===== src/rtl/cordic_vect_if.sv =====
// Bus bundle for the cordic_vect complex-to-polar converter.
// master drives the sample and the start strobe; slave returns magnitude/phase.
interface cordic_vect_if;
    logic signed [15:0] Xre;
    logic signed [15:0] Xim;
    logic               st;
    logic        [16:0] MAG;
    logic        [15:0] PH;
    logic               busy;
    logic               done;

    modport master (output Xre, output Xim, output st,
                    input  MAG, input  PH,  input  busy, input done);
    modport slave  (input  Xre, input  Xim, input  st,
                    output MAG, output PH,  output busy, output done);
endinterface


===== src/rtl/cordic_vect.sv =====
// cordic_vect: iterative CORDIC in vectoring mode, complex sample -> (MAG, PH).
// Optional feature macro: GAIN_COMP_EN adds a GAIN state that removes the
// CORDIC gain from MAG (MAG = x*39797 >> 16). Undefined: MAG is the raw x.
module cordic_vect #(
    parameter int unsigned ITER = 14,
    parameter int unsigned GW   = 2
) (
    input  logic          clk,
    input  logic          rst,
    cordic_vect_if.slave  bus
);
    localparam int unsigned W  = 16 + GW;
    localparam int unsigned CW = 5;

    typedef enum logic [1:0] {IDLE, ROT, GAIN} state_t;

    state_t                state_q;
    logic [CW-1:0]         it_q;
    logic signed [W-1:0]   x_q, y_q;
    logic [15:0]           z_q;
    logic                  zero_q;
    logic [16:0]           mag_q;
    logic [15:0]           ph_q;
    logic                  busy_q, done_q;

    logic signed [W-1:0]   x_d, y_d, x_sh, y_sh, re_ext, im_ext;
    logic [15:0]           z_d;

    // Arctangent table in phase units of 2*pi/2^16
    function automatic logic [15:0] atan_lut(input logic [CW-1:0] i);
        case (i)
            5'd0:    atan_lut = 16'd8192;
            5'd1:    atan_lut = 16'd4836;
            5'd2:    atan_lut = 16'd2555;
            5'd3:    atan_lut = 16'd1297;
            5'd4:    atan_lut = 16'd651;
            5'd5:    atan_lut = 16'd326;
            5'd6:    atan_lut = 16'd163;
            5'd7:    atan_lut = 16'd81;
            5'd8:    atan_lut = 16'd41;
            5'd9:    atan_lut = 16'd20;
            5'd10:   atan_lut = 16'd10;
            5'd11:   atan_lut = 16'd5;
            5'd12:   atan_lut = 16'd3;
            5'd13:   atan_lut = 16'd1;
            5'd14:   atan_lut = 16'd1;
            default: atan_lut = 16'd0;
        endcase
    endfunction

    // Sign extension of the inputs so that negating -32768 is exact
    always_comb begin
        re_ext = {{GW{bus.Xre[15]}}, bus.Xre};
        im_ext = {{GW{bus.Xim[15]}}, bus.Xim};
    end

    // One micro-rotation driving y towards zero
    always_comb begin
        x_sh = x_q >>> it_q;
        y_sh = y_q >>> it_q;
        x_d  = x_q;
        y_d  = y_q;
        z_d  = z_q;
        if (!y_q[W-1]) begin
            x_d = x_q + y_sh;
            y_d = y_q - x_sh;
            z_d = z_q + atan_lut(it_q);
        end else begin
            x_d = x_q - y_sh;
            y_d = y_q + x_sh;
            z_d = z_q - atan_lut(it_q);
        end
    end

`ifdef GAIN_COMP_EN
    logic [32:0] prod;

    // Gain compensation: unsigned 17x16 multiply, truncated by 16 bits
    always_comb begin
        prod = 33'(x_q[16:0]) * 33'(17'd39797);
    end
`endif

    // Control FSM with datapath and registered outputs
    always_ff @(posedge clk) begin
        if (rst) begin
            state_q <= IDLE;
            it_q    <= '0;
            x_q     <= '0;
            y_q     <= '0;
            z_q     <= '0;
            zero_q  <= 1'b0;
            mag_q   <= '0;
            ph_q    <= '0;
            busy_q  <= 1'b0;
            done_q  <= 1'b0;
        end else begin
            done_q <= 1'b0;
            case (state_q)
                IDLE: begin
                    if (bus.st) begin
                        // Pre-rotate the left half plane by pi
                        if (bus.Xre[15]) begin
                            x_q <= -re_ext;
                            y_q <= -im_ext;
                            z_q <= 16'h8000;
                        end else begin
                            x_q <= re_ext;
                            y_q <= im_ext;
                            z_q <= 16'h0000;
                        end
                        zero_q  <= (bus.Xre == 16'sd0) && (bus.Xim == 16'sd0);
                        it_q    <= '0;
                        busy_q  <= 1'b1;
                        state_q <= ROT;
                    end
                end
                ROT: begin
                    if (it_q == CW'(ITER)) begin
`ifdef GAIN_COMP_EN
                        state_q <= GAIN;
`else
                        mag_q   <= zero_q ? 17'd0 : x_q[16:0];
                        ph_q    <= zero_q ? 16'd0 : z_q;
                        busy_q  <= 1'b0;
                        done_q  <= 1'b1;
                        state_q <= IDLE;
`endif
                    end else begin
                        x_q  <= x_d;
                        y_q  <= y_d;
                        z_q  <= z_d;
                        it_q <= it_q + CW'(1);
                    end
                end
`ifdef GAIN_COMP_EN
                GAIN: begin
                    mag_q   <= zero_q ? 17'd0 : prod[32:16];
                    ph_q    <= zero_q ? 16'd0 : z_q;
                    busy_q  <= 1'b0;
                    done_q  <= 1'b1;
                    state_q <= IDLE;
                end
`endif
                default: state_q <= IDLE;
            endcase
        end
    end

    assign bus.MAG  = mag_q;
    assign bus.PH   = ph_q;
    assign bus.busy = busy_q;
    assign bus.done = done_q;
endmodule


===== src/flat_wrapper.sv =====
// flat-port wrapper written by rule: the top's interface ports become plain ports
module cordic_vect_flat 
#(
    parameter int unsigned ITER = 14,
    parameter int unsigned GW   = 2
)
  (clk, rst, bus_Xre, bus_Xim, bus_st, bus_MAG, bus_PH, bus_busy, bus_done);
  cordic_vect_if bus_i ();
  input  logic clk;
  input  logic rst;
  input wire logic [$bits(bus_i.Xre)-1:0] bus_Xre;
  input wire logic [$bits(bus_i.Xim)-1:0] bus_Xim;
  input wire logic [$bits(bus_i.st)-1:0] bus_st;
  output wire logic [$bits(bus_i.MAG)-1:0] bus_MAG;
  output wire logic [$bits(bus_i.PH)-1:0] bus_PH;
  output wire logic [$bits(bus_i.busy)-1:0] bus_busy;
  output wire logic [$bits(bus_i.done)-1:0] bus_done;
  assign bus_i.Xre = bus_Xre;
  assign bus_i.Xim = bus_Xim;
  assign bus_i.st = bus_st;
  assign bus_MAG = bus_i.MAG;
  assign bus_PH = bus_i.PH;
  assign bus_busy = bus_i.busy;
  assign bus_done = bus_i.done;
  cordic_vect #(.ITER(ITER), .GW(GW)) u_core (.clk(clk), .rst(rst), .bus(bus_i));
endmodule

===== config.mk =====
export PLATFORM = sky130hd
export DESIGN_NAME = cordic_vect_flat
export DESIGN_NICKNAME = d
export VERILOG_FILES = /design/src/rtl/cordic_vect_if.sv /design/src/rtl/cordic_vect.sv /design/src/flat_wrapper.sv
export SDC_FILE = /design/constraint.sdc
export NUM_CORES = 1
export LEC_CHECK = 0
export ABC_AREA = 1
export BUFFER_PORTS_ARGS = -buffer_cell sky130_fd_sc_hd__buf_2
export CAP_MARGIN = 25
export CORE_MARGIN = 1
export CORE_UTILIZATION = 62
export DETAILED_ROUTE_END_ITERATION = 10
export PLACE_DENSITY = 0.81
export SLEW_MARGIN = 20
export SYNTH_ARGS = -nofsm -noshare
export SYNTH_HDL_FRONTEND = slang
export SYNTH_SLANG_ARGS = --single-unit

===== constraint.sdc =====
create_clock -name clk -period 9.9 [get_ports clk]
set_clock_uncertainty 0.1 [all_clocks]
set_input_delay 1.98 -clock clk [delete_from_list [all_inputs] [get_ports clk]]
set_output_delay 1.98 -clock clk [all_outputs]
set_load 0.02 [all_outputs]

# Word-level counts from Yosys, hierarchy flattened
# Memories as Yosys holds them, arrays and structs flattened. A register that Yosys moved wholly into a read port is not among the register bits.
# Cells that the tools add are included.
word_totals:
  ff_bits: 95
  latch_bits: 0
  ram_bits: 0
  mem_bits_ro: 448
  output_inout_bits: 35
  word_cells: 75
  n_memories: 2
classes:
  n_addsub: 9
  mul: 0
  div: 0
  order_cmp: 0
  eq_ne: 5
  n_shift: 2
  muxes: 35
  n_bitwise: 1
  n_reduce_logical: 11
memory_table:
  columns: ["memory", "depth", "width", "read_ports", "rd_clocked_by_memory_dff", "write_ports", "line", "rtl"]
  rows:
  - ["(name not given)", 16, 14, 1, 1, 0, "cordic_vect.sv:31", "case (i)"]
  - ["(name not given)", 16, 14, 1, 1, 0, "cordic_vect.sv:31", null]
ops:
  columns: ["operator", "count"]
  rows:
  - ["16-bit two-way mux", 9]
  - ["18-bit two-way mux", 8]
  - ["18-bit case mux with 2 select lines", 2]
  - ["18-bit adder", 2]
  - ["16-bit negation with 18-bit output", 2]
  - ["18-bit by 5-bit >>> shifter with 18-bit output", 2]
  - ["18-bit subtractor", 2]
  - ["16-bit zero test", 2]
  - ["16-bit case mux with 2 select lines", 1]
  - ["17-bit two-way mux", 1]
  - ["16-bit adder", 1]
  - ["4-bit two-way mux", 4]
  - ["16-bit subtractor", 1]
  - ["5-bit two-way mux", 2]
  - ["5-bit case mux with 2 select lines", 1]
  - ["2-bit AND reduction", 3]
  - ["3-bit AND reduction", 2]
  - ["5-bit by 1-bit adder with 5-bit output, second input constant", 1]
  - ["5-bit by 4-bit == test with 1-bit output, second input constant", 1]
  - ["2-bit two-way mux", 2]
  - ["2-bit inequality test, second input constant", 2]
  - ["2-bit case mux with 2 select lines", 1]
  - ["1-bit two-way mux", 3]
  - ["2-bit by 1-bit == test with 1-bit output, second input constant", 1]
  - ["7 further kinds", 7]

# Depth between registers and ports, before layout
# Gate-level depths: netlist (run 1).
logic_depth:
  word_depth: 6
  ltp_mapped: 35

# Least setup slack after synthesis (run 1)
# No wires, ideal clock.
synth_path:
  kind: "in2reg"
  startpoint: "input bus_Xre[1]"
  endpoint: "register u_core.x_q[14]"
  setup_time_ns: 0.117
  t_arrival_ns: 3.501
  slack_ns: 6.182
  path_stages: 13
  path_cell_list: "inv_1 -> ha_1 -> inv_1 -> nor3_1 -> nand3_1 -> nor3_1 -> nand3_1 -> o21ai_0 -> inv_1 -> o21ai_0 -> nand2_1 -> a21oi_1 -> nor2_1"
synth_via:
  elab_chain_len: 4
synth_lines:
  columns: ["item", "line", "rtl"]
  rows:
  - ["start, declared", "flat_wrapper.sv:11", "input wire logic [$bits(bus_i.Xre)-1:0] bus_Xre;"]
  - ["16-bit negation with 18-bit output", "cordic_vect.sv:104", "x_q <= -re_ext;"]
  - ["18-bit two-way mux", "cordic_vect.sv:103", "if (bus.Xre[15]) begin"]
  - ["18-bit two-way mux", "cordic_vect.sv:101", "if (bus.st) begin"]
  - ["18-bit case mux with 2 select lines", "cordic_vect.sv:99", "case (state_q)"]
  - ["end signal, assigned", "cordic_vect.sv:104", null]
  - ["end signal, assigned", "cordic_vect.sv:108", "x_q <= re_ext;"]
  - ["end, declared", "cordic_vect.sv:19", "logic signed [W-1:0] x_q, y_q;"]
# No other way between the ends. The select of a mux whose other input is x is not followed.
# A chain may end at the register's enable or synchronous reset.

# Worst setup path after layout (run 1)
layout_path:
  startpoint: "register u_core.it_q[0]"
  endpoint: "register u_core.y_q[17]"
layout_via:
  elab_chain_len: 5
  elab_cells_between_ends: 9
  cone_classes: "2 x add/sub; 2 x eq/ne; 1 x shift; 3 x mux; 1 x reduce/logical"
layout_lines:
  columns: ["item", "line", "rtl"]
  rows:
  - ["start, declared", "cordic_vect.sv:18", "logic [CW-1:0] it_q;"]
  - ["start signal, assigned", "cordic_vect.sv:133", "it_q <= it_q + CW'(1);"]
  - ["18-bit by 5-bit >>> shifter with 18-bit output", "cordic_vect.sv:59", "x_sh = x_q >>> it_q;"]
  - ["18-bit subtractor or 18-bit adder (tied branches)", "cordic_vect.sv:66, cordic_vect.sv:70", null]
  - ["18-bit two-way mux", "cordic_vect.sv:64", "if (!y_q[W-1]) begin"]
  - ["18-bit two-way mux", "cordic_vect.sv:119", "if (it_q == CW'(ITER)) begin"]
  - ["18-bit case mux with 2 select lines", "cordic_vect.sv:99", null]
  - ["end signal, assigned", "cordic_vect.sv:105", "y_q <= -im_ext;"]
  - ["end signal, assigned", "cordic_vect.sv:109", "y_q <= im_ext;"]
  - ["end signal, assigned", "cordic_vect.sv:131", "y_q <= y_d;"]
  - ["end, declared", "cordic_vect.sv:19", null]
# Parallel ways exist; a longest one is shown, timed or not. The select of a mux whose other input is x is not followed.

==> results of run 1 <==
-- cell usage in the layout, fill, tap and decap left out, types with 11 or more instances in the layout --
cell type and count:
o211ai_1 12, nand4_1 12, dfxtp_1 107, nand3_1 217, a21oi_1 167, nor2_1 105
inv_1 156, xnor2_1 17, inv_2 11, buf_4 11, o21ai_0 120, xor2_1 24
nor2_2 13, ha_1 62, buf_2 69, nor3_1 19, a31oi_1 24, nand2_1 463
-- power groups by stage --
stage          Clock, mW  Sequential [mW]  Combinational (mW)
6_report           0.387            0.516                1.05
5_1_grt            0.404            0.519                1.18
4_1_cts            0.386            0.512                1.03
3_5_place_dp           0            0.522                1.02
3_3_place_gp           0            0.522                1.00
2_1_floorplan          0            0.501               0.825
-- logic make-up (layout without fill, tap and decap cells) --
| kind of cell | Yosys count | after routing |
|---|---|---|
| AO/OA/AOI/OAI | 378 | 378 |
| XOR/XNOR | 41 | 41 |
| adder cells (fa/ha/maj) | 65 | 65 |
| buffers and inverters | 247 | 265 |
| flip-flops | 107 | 107 |
| other | 0 | 1 |
| AND/OR/NAND/NOR | 865 | 865 |
-- worst reg2reg max path: cells and delay by family (launching register included) --
kind	cells	cell delay, ps
simple gates	22	2500
buf+inv	5	900
compound gates	2	630
fa+ha+maj	2	530
flops	1	320
-- stage by stage --
step	hold slack [ps]	setup slack (ps)	instances	utilization	total power [mW]
final	362	4800	1938	0.681	1.95
after global routing	383	4390	1937	0.681	2.11
after CTS	365	4950	1937	0.681	1.93
after detailed placement	353	4970	1921	0.661	1.55
after global placement	336	5010	1921	0.661	1.52
after floorplan	323	6180	1703	-	1.33
-- per-layer routing --
metal | GRT usage | up-vias | wire length (µm)
li1 | - | 5749 | -
met1 | 0.474 | 5182 | 13000
met2 | 0.567 | 440 | 13100
met3 | 0.0749 | 75 | 2700
met4 | 0.149 | 0 | 1070
met5 | 0 | - | 0
-- worst paths after layout --
kind | start | endpoint | cells after the start
max | u_core.it_q[0] | u_core.y_q[17] | 31
min | u_core.bus.PH[6] | u_core.bus.PH[6] | 2
max reg2reg | u_core.it_q[0] | u_core.y_q[17] | 31
min reg2reg | u_core.bus.PH[6] | u_core.bus.PH[6] | 2
-- layout make-up --
class                      instances  area [µm²]  area share
timing repair buffer              80         428      0.0393
clock buffer                       9         225      0.0207
tap                              216         270      0.0248
inverter                         169         637      0.0585
clock inverter                     7        91.3     0.00839
antenna                            1        2.50    0.000230
sequential                       107        2140       0.197
multi-input combinational       1349        7100       0.652
==> results_dict.tcl, run 1 <==
set metrics [dict create \
    max-slew-margin-rel 0.337 \
    yosys.area_share.simple 0.368 \
    via_count 11446 \
    insertion_delay_ps 380 \
    cts_tree "done" \
    synth-compound-area-share 0.206 \
    cap_viol_max_count 0 \
    crit_family "simple AND/OR/NAND/NOR gates" \
    min_period_ps 5100 \
    cts_resized 0 \
    ios 70 \
    clk_path_buf_depth 2 \
    finalSetupTns_ps 0 \
    hold_violations 0 \
    synth_edf_count 0 \
    avgSynthCellArea_um2 6.03 \
    power.leakage_nw 5.35 \
    core_um2 16000 \
    yosysTopAreaCellShare 0.209 \
    syn-instance-count 1703 \
    sequentialPowerShare 0.264 \
    post-dp-hpwl_um 22300 \
    areaGrowthSynthToFinish_pct 6.04 \
    place_area_um2 10600 \
    synthAdderAreaFrac 0.0814 \
    wl_per_cell_um 15.4 \
    synth.area.mux_share 0 \
    worst_ep_arrival_time_ps 5250 \
    die_h_um 131 \
    synth.distinct_cells 55 \
    track_usage 0.359 \
    overflow 0 \
    synth.most_common_cell "nand2_1" \
    htree_levels 3 \
    die_area_um2 17100 \
    cts-buffers-inserted 9 \
    routed_wl_um 29900 \
    max_freq_ghz 0.196 \
    clockRootBuffer "clkbuf_16" \
    drt-pass1-iter-count 6 \
    min_period_over_period 0.515 \
    synth_xor_area_frac 0.0350 \
    dr.first_iter.drc_count 1095 \
    via_per_inst 5.91 \
    power_density_nw_per_um2 179 \
    synth_seq_cells 107 \
    nFillCells 1563 \
    crit_top_cell "nand2_1" \
    crit_type "reg -> reg" \
    setup_viol_count_final 0 \
    hold_buffers 0 \
    fin_area_um2 10900 \
    cp_data_required_time_ps 10050 \
    switching_share 0.479 \
    hold_path_class "reg -> reg" \
    switching_power_mw 0.934 \
    vdd_ir_drop_max_mv 0.151 \
    end_kind "register" \
    die_x_um 131 \
    async_flop_share 0 \
    clock_sinks 107 \
    clkPwrFrac 0.198 \
    cts.clk_slew.worst_paths_ps 80 \
    intPower_mw 1.02 \
    synth_top_family_by_area "simple AND/OR/NAND/NOR gates" \
    start_kind "register" \
    grt_max_degree 64 \
    cts_setup_buffers 0 \
    synthTopCellsByArea "dfxtp_1 (21%), nand2_1 (17%), nand3_1 (11%)" \
    grt_pass1_wl_um 48500 \
    ys_seq_area_frac 0.209 \
    drive_above_1_share 0.0895 \
    slew_violations 0 \
    drtAntennaViolNets 0 \
    io_buffers 69 \
    netlist_area_um2 10300 \
    layout.nets 1816 \
    worst-slew-pin-transition_ps 994 \
    synth.largest_area_cell "dfxtp_1" \
    comb_power_share 0.538 \
    rows 46 \
    rrSetupSlack_ps 4800 \
    first_global_vias 10071 \
    slowest_delay_ps 550 \
    synth_commonest_cells "nand2_1 (463), nand3_1 (217), a21oi_1 (167)" \
    gp_congestion 0.978 \
    path_max_fanout 39 \
    crit_path_top_delay_cell "o311ai_0" \
    critPathBufInv 5 \
    synthesis.nets 1803 \
    route.detailed.drc 0 \
    initial_utilization 0.642 \
    rsz0062_at_grt "false" \
    antenna_found_initial 1 \
    synth_warnings 0 \
    synthFlopType "dfxtp_1" \
    status "finished clean" \
]
No activity file was read; power rests on OpenSTA's default activity.
==> inputs of run 2 (changes only) <==
--- a/config.mk
+++ b/config.mk
@@ -9,9 +9,9 @@
 export BUFFER_PORTS_ARGS = -buffer_cell sky130_fd_sc_hd__buf_2
 export CAP_MARGIN = 25
 export CORE_MARGIN = 1
-export CORE_UTILIZATION = 62
+export CORE_UTILIZATION = 57
 export DETAILED_ROUTE_END_ITERATION = 10
-export PLACE_DENSITY = 0.81
+export PLACE_DENSITY = 0.79
 export SLEW_MARGIN = 20
 export SYNTH_ARGS = -nofsm -noshare
 export SYNTH_HDL_FRONTEND = slang
==> constraint.sdc (replaced) <==
create_clock -name clk -period 4.1 [get_ports clk]
set_clock_uncertainty 0.1 [all_clocks]
set_input_delay 0.82 -clock clk [delete_from_list [all_inputs] [get_ports clk]]
set_output_delay 0.82 -clock clk [all_outputs]
set_load 0.02 [all_outputs]
==> run 2 against run 1 <==
Die area is 8.6% higher. Combinational power rose to 2.9 times the previous value. Clock power increased to 2.5 times the previous value. First-iteration DRC count shrank 5.7%. Worst setup slack worse by 4800 ps. Sequential power grew 140%. Via count rose by 4.1%. Critical endpoint unchanged. Largest cell class unchanged.
==> results_dict.tcl, run 2 (synthesized netlist as in run 1, its figures left out) <==
set metrics [dict create \
    hold_violations 0 \
    cts-buffers-inserted 9 \
    final_cell_mix "nand2_1 (426), nand3_1 (194), a21oi_1 (156), inv_1 (152), o21ai_0 (111)" \
    crit_end "u_core.y_q[17]" \
    power_density_nw_per_um2 436 \
    core_um2 17500 \
    drt-pass1-iter-count 5 \
    min_period_over_period 0.997 \
    reg2regPathDepth 30 \
    n_antenna_cell 0 \
    grt_pass1_wl_um 50000 \
    areaGrowthSynthToFinish_pct 17.3 \
    initial_utilization 0.588 \
    grt_max_degree 57 \
    antenna_found_initial 0 \
    status "finished clean" \
    rrSetupSlack_ps 10 \
    die_area_um2 18600 \
    critPathLaunch "u_core.it_q[0]" \
    die_h_um 136 \
    via_per_inst 5.92 \
    ios 70 \
    min_period_ps 4090 \
    post-dp-hpwl_um 23500 \
    place_ws_ps -6.60 \
    nFillCells 1565 \
    multi_input_area_um2 7540 \
    crit_type "reg -> reg" \
    path_max_fanout 5 \
    end_kind "register" \
    r2r-start "u_core.it_q[0]" \
    cts.clk_slew.worst_paths_ps 90 \
    setup_viol_count_final 0 \
    drive_above_1_share 0.179 \
    slew_violations 0 \
    r2r-end "u_core.y_q[17]" \
    rsz0062_at_grt "true" \
    die_x_um 136 \
    placed_cells 1968 \
    first_global_vias 10263 \
    clockRootBuffer "clkbuf_16" \
    routed_wl_um 32400 \
    clock_sinks 107 \
    worst-slew-pin-transition_ps 959 \
    track_usage 0.337 \
    cap_viol_max_count 0 \
    crit_path_top_delay_cell "dfxtp_4" \
    cp_data_required_time_ps 4270 \
    hold_buffers 0 \
    rows 48 \
    clk_path_buf_depth 2 \
    io_buffers 69 \
    fin_cells 2011 \
    via_count 11911 \
    wl_per_cell_um 16.1 \
    max_freq_ghz 0.245 \
    htree_levels 3 \
    slowest_delay_ps 430 \
    dr.first_iter.drc_count 1033 \
    power.leakage_nw 5.87 \
    layout.nets 1881 \
    crit_top_cell "nand2_2" \
    worst_ep_arrival_time_ps 4260 \
    max-slew-margin-rel 0.360 \
    vdd_ir_drop_max_mv 0.353 \
    overflow 0 \
    route.detailed.drc 0 \
    cts_tree "done" \
    layout_commonest_cell "nand2_1" \
    layout_setup_ws_ps 10.3 \
    hold_path_class "reg -> reg" \
    insertion_delay_ps 380 \
    register_area_um2 2150 \
    gp_congestion 0.962 \
    start_kind "register" \
    drtAntennaViolNets 0 \
]
-- run 2: cell count changes in the layout (fill, tap and decap cells not counted), sizes merged --
cell	delta
bufinv	+1
clkbuf	+4
buf	+61
diode	-1
inv	+1
clkinv	-3
clkinvlp	+1
-- run 2: layout make-up --
class                   count  share of cell area
clock inverters             7             0.00851
multi-input cells        1349               0.626
clock buffers               9              0.0187
well taps                 225              0.0234
flip-flops and latches    107               0.178
repair buffers            145              0.0913
inverters                 169              0.0540
-- run 2: where the power goes --
| group | internal (mW) | leakage, nW | switching (mW) |
|---|---|---|---|
| registers | 1.12 | 0.877 | 0.127 |
| logic | 1.15 | 4.83 | 1.87 |
| clock network | 0.501 | 0.160 | 0.485 |
-- run 2: repair_timing --
action | CTS | global route
pin swaps | 0 | 54
cloned | 0 | 5
setup buffers | 0 | 22
setup endpoints to repair | 1 | 19
resized for setup | 1 | 133
-- run 2: worst max-delay path: cells and delay by family (launching register included) --
kind,cells,cell delay [ps]
and+or+nand+nor,19,1820
xor gates and xnor gates,1,170
buffers and inverters,6,570
DFF,1,430
adders and majority gates,2,540
AOI/OAI and AO/OA,2,340
-- run 2: how the worst min path moves through the flow --
stage / slack, ps / cells past startpoint / to / from
2_1_floorplan: 320 / 2 / u_core.zero_q / u_core.zero_q
3_3_place_gp: 340 / 2 / u_core.zero_q / u_core.zero_q
3_5_place_dp: 350 / 2 / u_core.zero_q / u_core.zero_q
4_1_cts: 360 / 2 / u_core.bus.PH[0] / u_core.bus.PH[0]
5_1_grt: 380 / 2 / u_core.bus.MAG[2] / u_core.bus.MAG[2]
6_report: 360 / 2 / u_core.bus.MAG[0] / u_core.bus.MAG[0]
-- run 2: metrics by stage --
stage               hold WS (ps)  setup TNS (ps)  utilization  instance area (µm²)  power [mW]
floorplan                    323               0            -                10300        3.20
global placement             342               0        0.626                10900        3.81
detailed placement           350           -6.60        0.626                10900        3.86
CTS                          365               0        0.645                11300        4.85
global route                 379            -472        0.690                12100        5.62
finish                       364               0        0.690                12100        5.26
-- run 2: per-layer routing --
layer | GRT usage | up-vias | routed length, µm
li1 | - | 5878 | -
met1 | 0.453 | 5409 | 14000
met2 | 0.532 | 524 | 14600
met3 | 0.0563 | 100 | 2570
met4 | 0.131 | 0 | 1260
met5 | 0 | - | 0
==> inputs of run 3 (changes only) <==
--- a/config.mk
+++ b/config.mk
@@ -12,6 +12,7 @@
 export CORE_UTILIZATION = 57
 export DETAILED_ROUTE_END_ITERATION = 10
 export PLACE_DENSITY = 0.79
+export SETUP_SLACK_MARGIN = 0.2
 export SLEW_MARGIN = 20
 export SYNTH_ARGS = -nofsm -noshare
 export SYNTH_HDL_FRONTEND = slang
==> run 3 against run 2 <==
Count of clock-buffer cells in the layout is the same. Non-clock buffer count increased by 8. Fmax increased by 0.92%. Worst setup slack better by 37 ps. Wire length increased by 2.0%. Flip-flop and latch count is the same. Clock power increased by 0.4%. Sequential share of layout area fell by 0.37 points. Largest cell class unchanged.
==> results_dict.tcl, run 3 (synthesized netlist as in run 1, its figures left out) <==
set metrics [dict create \
    cap_viol_max_count 0 \
    first_global_vias 10347 \
    antenna_found_initial 0 \
    core_um2 17500 \
    initial_utilization 0.588 \
    crit_path_top_delay_cell "dfxtp_4" \
    crit_top_cell "nand2_2" \
    power_mw 5.48 \
    ios 70 \
    reg2regPathDepth 32 \
    clock_sinks 107 \
    layout.nets 1889 \
    r2r-start "u_core.it_q[0]" \
    max-slew-margin-rel 0.358 \
    grt_pass1_wl_um 50500 \
    layout_commonest_cell "nand2_1" \
    worst_ep_arrival_time_ps 4220 \
    areaGrowthSynthToFinish_pct 19.9 \
    cts.clk_slew.worst_paths_ps 90 \
    rrSetupSlack_ps 50 \
    slowest_delay_ps 430 \
    rsz0062_at_grt "true" \
    n_antenna_cell 0 \
    die_x_um 136 \
    clk_path_buf_depth 2 \
    clockRootBuffer "clkbuf_16" \
    status "finished clean" \
    hold-path-endpoint "u_core.bus.MAG[0]" \
    drt-pass1-iter-count 6 \
    final_cell_mix "nand2_1 (416), nand3_1 (188), a21oi_1 (152), inv_1 (151), dfxtp_1 (104)" \
    gp_congestion 0.962 \
    wl_per_cell_um 16.4 \
    hold_depth 2 \
    drtAntennaViolNets 0 \
    die_area_um2 18600 \
    fin_cells 2019 \
    start_kind "register" \
    cts-buffers-inserted 9 \
    slew_violations 0 \
    placed_cells 1968 \
    htree_levels 3 \
    crit_type "reg -> reg" \
    die_h_um 136 \
    insertion_delay_ps 380 \
    multi_input_area_um2 7750 \
    end_kind "register" \
    path_max_fanout 5 \
    vdd_ir_drop_max_mv 0.392 \
    holdWs_ps 364 \
    track_usage 0.340 \
    min_period_over_period 0.988 \
    critPathBufInv 6 \
    routed_wl_um 33000 \
    power.leakage_nw 5.93 \
    crit_family "simple AND/OR/NAND/NOR gates" \
    nFillCells 1519 \
    via_per_inst 6.00 \
    setup_viol_count_final 0 \
    hold_path_class "reg -> reg" \
    route.detailed.drc 0 \
    register_area_um2 2150 \
    power_density_nw_per_um2 445 \
    cts_tree "done" \
    max_freq_ghz 0.247 \
    dr.first_iter.drc_count 1090 \
    drive_above_1_share 0.205 \
    r2r-end "u_core.y_q[17]" \
    holdCritStartpoint "u_core.bus.MAG[0]" \
    cp_data_required_time_ps 4270 \
    overflow 0 \
    min_period_ps 4050 \
    rows 48 \
    post-dp-hpwl_um 23500 \
    worst-slew-pin-transition_ps 962 \
    hold_violations 0 \
    via_count 12110 \
    hold_buffers 0 \
    io_buffers 69 \
    grt_max_degree 57 \
]
run 3: cell types whose count changed in the layout (fill, tap and decap cells not counted), moves of 3 or more:
| cell | delta |
|---|---|
| buf_4 | +10 |
| nand2_1 | -10 |
| o21ai_0 | -10 |
| nand2_2 | +8 |
| o21ai_2 | +7 |
| nand3_1 | -6 |
| nand3_2 | +6 |
| ha_1 | -5 |
| a21oi_1 | -4 |
| a21oi_2 | +4 |
| ha_4 | +4 |
| o21ai_1 | +3 |
run 3: repair_timing:
action / in CTS / in global routing
setup endpoints to repair: 12 / 20
setup buffers: 9 / 20
cloned: 1 / 5
resized for setup: 21 / 168
pin swaps: 9 / 71
run 3: layer usage:
layer  routed length [µm]  vias up  track usage
li1                     -     5897            -
met3                 2860      118       0.0556
met2                14700      585        0.535
met5                    0        -            0
met1                14100     5510        0.458
met4                 1440        0        0.140
run 3: report_power, final:
group,internal [mW],switching [mW],total (mW)
combinational,1.26,1.97,3.23
sequential,1.12,0.134,1.26
clock,0.502,0.489,0.990
run 3: worst register-to-register path: cells and delay by family (launching register included):
kind / cells / cell delay (ps)
AND/OR/NAND/NOR: 22 / 2120
buffers and inverters: 6 / 530
adder cells (fa/ha/maj): 2 / 440
flip-flops: 1 / 430
AO/OA/AOI/OAI: 2 / 350
run 3: worst max-delay path by stage:
stage,from,endpoint,slack [ps],depth (start not counted)
floorplan,u_core.it_q[0],u_core.y_q[17],430,33
global placement,u_core.it_q[0],u_core.y_q[17],100,32
detailed placement,u_core.it_q[0],u_core.y_q[17],-7,32
CTS,u_core.it_q[0],u_core.y_q[17],150,31
global route,u_core.it_q[0],u_core.y_q[17],-110,34
finish,u_core.it_q[0],u_core.y_q[17],50,32
run 3: final cells by class:
class / instances / area share
Tap cell: 225 / 0.0229
Multi-Input combinational cell: 1349 / 0.629
Clock buffer: 9 / 0.0183
Clock inverter: 7 / 0.00833
Sequential cell: 107 / 0.175
Timing Repair Buffer: 153 / 0.0936
Inverter: 169 / 0.0528
run 3: per-stage QoR:
step,setup TNS [ps],utilization,instance area (µm²),worst slack [ps]
2_1_floorplan,0,-,10300,426
3_3_place_gp,0,0.626,10900,96.2
3_5_place_dp,-6.60,0.626,10900,-6.60
4_1_cts,0,0.654,11400,149
5_1_grt,-168,0.705,12300,-112
6_report,0,0.705,12300,47.5
